### src/rtl/round_scheduler.sv
// Session sequencer for the Morse game: launches NUM_ROUNDS timed rounds,
// counts each one down in seconds, inserts a result gap and requests logout at the end.
module round_scheduler #(
    parameter int TICKS_PER_SEC = 50000000,
    parameter int ROUND_SECONDS = 10,
    parameter int NUM_ROUNDS    = 10,
    parameter int GAP_CYCLES    = 25000000
) (
    input  logic       clk,
    input  logic       rst,
    input  logic       LoggedIn,
    input  logic       start_btn,
    input  logic       answer_done,
    output logic       game_start,
    output logic       timeout,
    output logic       round_active,
    output logic [3:0] round_num,
    output logic [3:0] secs_left,
    output logic       session_done,
    output logic       logout_req
);

    localparam int PW = $clog2(TICKS_PER_SEC);
    localparam int GW = $clog2(GAP_CYCLES + 1);
    localparam logic [PW-1:0] PRESC_RELOAD = PW'(TICKS_PER_SEC - 1);
    localparam logic [GW-1:0] GAP_LAST     = GW'(GAP_CYCLES - 1);
    localparam logic [3:0]    SECS_INIT    = 4'(ROUND_SECONDS);
    localparam logic [3:0]    ROUND_LAST   = 4'(NUM_ROUNDS);

    typedef enum logic [2:0] {
        S_IDLE, S_LAUNCH, S_ROUND, S_RESULT, S_DONE
    } state_t;

    state_t        r_state, w_next;
    logic [PW-1:0] r_presc, w_presc;
    logic [GW-1:0] r_gap,   w_gap;
    logic [3:0]    r_round, w_round;
    logic [3:0]    r_secs,  w_secs;
    logic          r_gs, r_to, r_ra, r_sd, r_lr;
    logic          w_gs, w_to, w_ra, w_sd, w_lr;
    logic          w_tick, w_expire, w_gap_end, w_start;

    assign w_tick    = (r_presc == '0);
    assign w_expire  = w_tick && (r_secs == 4'd1);
    assign w_gap_end = (r_gap == GAP_LAST);
    assign w_start   = start_btn && LoggedIn;

    always_ff @(posedge clk or negedge rst) begin
        if (!rst) r_state <= S_IDLE;
        else      r_state <= w_next;
    end

    // Losing the login overrides every state; an answer beats a coincident expiry.
    always_comb begin
        w_next = r_state;
        if (!LoggedIn) begin
            w_next = S_IDLE;
        end else begin
            case (r_state)
                S_IDLE:   if (w_start) w_next = S_LAUNCH;
                S_LAUNCH: w_next = S_ROUND;
                S_ROUND:  if (answer_done || w_expire) w_next = S_RESULT;
                S_RESULT: if (w_gap_end) w_next = (r_round == ROUND_LAST) ? S_DONE : S_LAUNCH;
                S_DONE:   if (w_start) w_next = S_LAUNCH;
                default:  w_next = S_IDLE;
            endcase
        end
    end

    always_comb begin
        w_gs = (w_next == S_LAUNCH);
        w_ra = (w_next == S_ROUND);
        w_sd = (w_next == S_DONE);
        w_to = (r_state == S_ROUND) && (w_next == S_RESULT) && !answer_done;
        w_lr = (w_next == S_DONE) && (r_state != S_DONE);

        w_round = r_round;
        if (w_next == S_IDLE)
            w_round = 4'd0;
        else if (w_next == S_LAUNCH)
            w_round = (r_state == S_RESULT) ? r_round + 4'd1 : 4'd1;

        w_secs = r_secs;
        if (w_next == S_IDLE)
            w_secs = 4'd0;
        else if (w_next == S_LAUNCH)
            w_secs = SECS_INIT;
        else if (w_to)
            w_secs = 4'd0;
        else if ((r_state == S_ROUND) && (w_next == S_ROUND) && w_tick)
            w_secs = r_secs - 4'd1;

        // Reload on ROUND entry so the first second is a full TICKS_PER_SEC cycles.
        w_presc = '0;
        if (w_next == S_ROUND)
            w_presc = ((r_state == S_ROUND) && !w_tick) ? r_presc - 1'b1 : PRESC_RELOAD;

        w_gap = ((r_state == S_RESULT) && (w_next == S_RESULT)) ? r_gap + 1'b1 : '0;
    end

    always_ff @(posedge clk or negedge rst) begin
        if (!rst) begin
            r_presc <= '0;
            r_gap   <= '0;
            r_round <= 4'd0;
            r_secs  <= 4'd0;
            r_gs    <= 1'b0;
            r_to    <= 1'b0;
            r_ra    <= 1'b0;
            r_sd    <= 1'b0;
            r_lr    <= 1'b0;
        end else begin
            r_presc <= w_presc;
            r_gap   <= w_gap;
            r_round <= w_round;
            r_secs  <= w_secs;
            r_gs    <= w_gs;
            r_to    <= w_to;
            r_ra    <= w_ra;
            r_sd    <= w_sd;
            r_lr    <= w_lr;
        end
    end

    assign game_start   = r_gs;
    assign timeout      = r_to;
    assign round_active = r_ra;
    assign round_num    = r_round;
    assign secs_left    = r_secs;
    assign session_done = r_sd;
    assign logout_req   = r_lr;

endmodule
### config.mk
export PLATFORM = sky130hd
export DESIGN_NAME = round_scheduler
export DESIGN_NICKNAME = d
export VERILOG_FILES = /design/src/rtl/round_scheduler.sv
export SDC_FILE = /design/constraint.sdc
export NUM_CORES = 1
export LEC_CHECK = 0
export CAP_MARGIN = 20
export CORE_UTILIZATION = 64
export DETAILED_ROUTE_END_ITERATION = 10
export GPL_ROUTABILITY_DRIVEN = 0
export GPL_TIMING_DRIVEN = 0
export PLACE_DENSITY = 0.84
export SLEW_MARGIN = 0
export SYNTH_ARGS = -nofsm -noshare
export SYNTH_HDL_FRONTEND = slang
export SYNTH_SLANG_ARGS = --single-unit
### constraint.sdc
create_clock -name clk -period 7.2 [get_ports clk]
set_clock_uncertainty 0.2 [all_clocks]
set_input_delay 1.08 -clock clk [delete_from_list [all_inputs] [get_ports clk]]
set_output_delay 1.08 -clock clk [all_outputs]
set_load 0.01 [all_outputs]
Word level (Yosys, flattened, before mapping) --
Cells that the tools add are included.
Storage, ports and cells: register bits after elaboration 67, logic and storage cells 60, bits of input ports 5
Operators by class: multiplexer cells 16, eq/ne operators 12, reduce and logical (&&, ||, !) cells 18, add/sub/neg operators 4
Operators by type and width (count):
- $mux W26 | 2
- $mux W4 | 7
- $logic_not A26 Y1 | 1
- $sub A26 B1 Y26 const B | 1
- $add A25 B1 Y25 const B | 1
- $eq A25 B25 Y1 const B | 1
- $mux W25 | 1
- $mux W3 | 5
- $eq A3 B2 Y1 const B | 4
- $pmux W3 S4 | 1
- $logic_and A1 B1 Y1 | 9
- $eq A3 B1 Y1 const B | 2
- $eq A3 B3 Y1 const B | 2
- $logic_not A3 Y1 | 2
- $add A4 B1 Y4 const B | 1
- $eq A4 B1 Y1 const B | 1
- $eq A4 B4 Y1 const B | 1
- $reduce_bool A4 Y1 | 1
- $sub A4 B1 Y4 const B | 1
- $ne A3 B3 Y1 const B | 1
- $logic_not A1 Y1 | 2
- $reduce_bool A2 Y1 | 1
- $reduce_or A2 Y1 | 1
- $logic_or A1 B1 Y1 | 1

Logic depth before layout (Yosys ltp) --
depth in word-level cells 13, gate-level depth with buffers 10

Least setup slack after synthesis --
OpenSTA, ideal clock, no wires.
path type in2reg, from input port answer_done, to register r_secs[3], in the netlist secs_left[3], arrival time 2506 ps, stages on the path 8, library setup time 121 ps, path slack 4373 ps, path buffers 1, cell sequence nor4bb_1 -> a31o_2 -> a21oi_1 -> nor4bb_1 -> buf_4 -> a21boi_2 -> or3b_1 -> a22o_1
Between the ends: longest elaborated chain between the ends 10
RTL lines:
- start: declaration | line 13 | input logic answer_done,
- $logic_or A1 B1 Y1 | line 62 | S_ROUND: if (answer_done || w_expire) w_next = S_RESULT;
- $mux W3 | line 62
- $pmux W3 S4 | line 59 | case (r_state)
- $mux W3 | line 56 | if (!LoggedIn) begin
- $eq A3 B2 Y1 | line 74 | w_to = (r_state == S_ROUND) && (w_next == S_RESULT) && !answer_done;
- $logic_and A1 B1 Y1 (2 in series) | line 74
- $mux W4 | line 88 | else if (w_to)
- $mux W4 | line 86 | else if (w_next == S_LAUNCH)
- $mux W4 | line 84 | if (w_next == S_IDLE)
- end signal: assignment | line 116 | r_secs <= w_secs;
- end: declaration | line 38 | logic [3:0] r_secs, w_secs;
Parallel ways exist; a longest one is shown, timed or not. A chain may end at the register's enable or synchronous reset.

Final worst setup path --
from input port LoggedIn, to register r_presc[12]
Between the ends: longest elaborated chain between the ends 6
RTL lines:
- start: declaration | line 11 | input logic LoggedIn,
- $logic_and A1 B1 Y1 | line 46 | assign w_start = start_btn && LoggedIn;
- $mux W3 | line 60, 64
- $pmux W3 S4 | line 59
- $mux W3 * | line 56
- via w_next[1] | line 34 | state_t r_state, w_next;
- $eq A3 B2 Y1 * | line 95 | if (w_next == S_ROUND)
- $mux W26 * | line 95
- via w_presc[12] | line 35 | logic [PW-1:0] r_presc, w_presc;
- end signal: assignment | line 113 | r_presc <= w_presc;
- end: declaration | line 35
The timed path passes the listed nets; every way through them passes the cells marked *.

==> results.ini <==
[worst_setup_path]
critical_path.slowest_cell=clkdlybuf4s50_1
crit_chain=clkdlybuf4s50_1, nor3b_1, nor2b_1, clkbuf_1, nand2_1, clkbuf_1, a21oi_1
critPathBufInv=3
crit_path_start_kind=primary input
required_ps=7260
cpMostUsedCell=clkbuf_1
critPathTopFamily=buffers and inverters
cp_slowest_stage_delay_ps=570
crit_path_end_kind=flop
critPathKind=primary input to flop
worstPathArrival_ps=3250
critPathMaxFanout=10

[floorplan]
die_area_sq_um=5520
initial_core_util=0.686
row_count=25
die_w_microns=74.3
core-area_sq_um=4880
chipHeight_microns=74.3
io_pins=18

[sta]
period_needed_ps=3180
worst_pin_slew_ps=826
final_max_slew_viol_count=0
rsz0062_at_grt=no
relSlewSlack=0.449
tns_ps=0
timing.fmax_ghz=0.314
setup_viol=0
finalHoldViolCount=0
post-route-period-util=0.442

[placed_design]
port_buffers=17
placed_cells=426
dp_hpwl_mm=4.43

[power_and_ir_drop]
p_int_mw=0.633
seqPwrFrac=0.459
ir_drop_uv=161
combinationalPowerShare=0.161
power.net_switching_mw=0.234
p_per_area_nw_per_um2=228
p_sw_frac=0.270
p_clk_frac=0.380
p_leak_nw=1.64

[drt]
drc=0
wl_per_cell_microns=15.0
ant_nets=0
vias=2602
first_pass_iters=5
via_per_inst=5.89
drtIter0Drc=130
wirelength_mm=6.62

[cells_and_area]
drive_gt1_frac=0.0693
area_growth_pct=13.9
nets=381
stdcell_count=442
n_fill_cell=321
antennaDiodeCount=0

[clock_network]
ctsHoldBuffers=0
cts_buffer_depth=2
cts_tree=yes
cts-root-buf=clkbuf_8
cts_buffers=9
cts_max_level=3
ctsResizeCount=0
clock-sinks=67
clk_latency_ps=350
post-cts-setup-buffers=0
clk_pin_slew_ps=70

[global_route]
grt.overflow.total=0
grt_max_degree=68
grt_pass1_wl_mm=10.8
grt_pass1_vias=2407
grt_usage=0.262
antenna_found_initial=0

[yosys]
yosys_register_bits=67
yosysSeqAreaShare=0.501
synth_nets=353
yosysWarnings=0
syn-mean-instance-area_sq_um=9.78
ys.flop_type=dfrtp_1
syn_inst=342
synth-edff-count=0
async_flop_share=1.00
netlist_area_sq_um=3350
yosysUniqueCellTypes=47

[status]
status=completed

[min_path]
hp-class=flop to flop

[job]
max_cap_viol_count=0

==> per-stage QoR <==
step,hold slack [ps],power [mW],worst slack [ps],instance area [sq um],utilization
after floorplan,255,0.506,4370,3350,-
after global placement,272,0.537,2710,3600,0.738
after detailed placement,280,0.542,3690,3600,0.737
after CTS,290,0.867,4030,3810,0.781
after global routing,333,0.897,3740,3810,0.781
final,284,0.867,4020,3810,0.781
==> metal layers <==
layer	vias to the layer above	wire, microns	global-route usage
met1	1273	3170	0.349
met5	-	0	0
met3	9	297	0.0434
li1	1244	-	-
met4	0	79	0.126
met2	76	3070	0.420
==> layout by cell type (no fill, tap or decap), drive strengths merged, types with 3 or more instances in the layout <==
cell type,count
or4,5
nand2b,3
nor4,10
nor2,57
clkbuf,20
and3,4
or3b,3
a22o,3
a21oi,22
dfrtp,67
nand2,26
nor3b,3
xor2,22
xnor2,25
nand3,13
inv,10
nand4,7
ha,6
o31ai,3
nor3,12
clkdlybuf4s50,16
a21boi,4
==> power groups by stage <==
stage          Sequential, mW  Combinational (mW)  Clock [mW]
2_1_floorplan           0.404               0.102           0
3_3_place_gp            0.405               0.133           0
3_5_place_dp            0.405               0.137           0
4_1_cts                 0.398               0.139       0.331
5_1_grt                 0.400               0.154       0.343
6_report                0.398               0.139       0.329
==> worst paths after layout <==
check,start,end,slack (ps),cells past startpoint
hold / removal,r_gap[0],r_gap[0],280,1
min in group asynchronous,rst,r_presc[5],630,1
hold reg to reg,r_gap[0],r_gap[0],280,1
setup reg to reg,r_gap[7],r_gap[6],4040,9
max in group asynchronous,rst,r_presc[15],5630,1
setup / recovery,LoggedIn,r_presc[12],4020,7
==> cell usage after synthesis, types with 2 or more instances <==
cell type | n | area (sq um)
ha_1 | 6 | 75.1
xnor2_1 | 25 | 219
nor4bb_1 | 2 | 20.0
xor2_1 | 22 | 193
and4_1 | 2 | 17.5
nor2b_1 | 2 | 12.5
dfrtp_1 | 67 | 1680
nand3_1 | 13 | 65.1
a22o_1 | 3 | 26.3
and2_1 | 2 | 12.5
a211oi_1 | 2 | 15.0
nor3_1 | 11 | 55.1
inv_1 | 10 | 37.5
nand3b_1 | 2 | 15.0
nand2_1 | 26 | 97.6
nor4_1 | 9 | 56.3
nand4_1 | 7 | 43.8
nor2_1 | 57 | 214
clkbuf_1 | 8 | 30.0
and3_1 | 4 | 25.0
nand2b_1 | 3 | 18.8
o31ai_1 | 3 | 22.5
or4_1 | 4 | 30.0
nor3b_1 | 3 | 22.5
a21oi_1 | 22 | 110
a31oi_1 | 2 | 12.5
or3b_1 | 2 | 17.5
a21boi_0 | 3 | 22.5
nor4b_1 | 2 | 17.5
==> kinds of logic after synthesis <==
group | after synthesis | synth area share
AO/OA/AOI/OAI | 41 | 0.0767
XOR/XNOR | 47 | 0.123
adder cells (fa/ha/maj) | 6 | 0.0224
buffers and inverters | 19 | 0.0224
flip-flops | 67 | 0.501
multiplexers | 1 | 0.00299
AND/OR/NAND/NOR | 161 | 0.251
==> layout make-up <==
| cell class | count | area, sq um | share of cell area |
|---|---|---|---|
| Clock buffer | 12 | 165 | 0.0433 |
| Multi-Input combinational cell | 256 | 1590 | 0.418 |
| Inverter | 10 | 37.5 | 0.00985 |
| Tap cell | 67 | 83.8 | 0.0220 |
| Clock inverter | 4 | 47.5 | 0.0125 |
| Buffer | 9 | 37.5 | 0.00985 |
| Timing Repair Buffer | 17 | 168 | 0.0440 |
| Sequential cell | 67 | 1680 | 0.440 |
==> flip-flops by register name, summed over array words and instances (netlist names), 3 cells and up <==
| name | count |
|---|---|
| r_state | 3 |
| secs_left | 4 |
| r_gap | 25 |
| r_presc | 26 |
| round_num | 4 |
No activity file was read; power rests on OpenSTA's default activity.
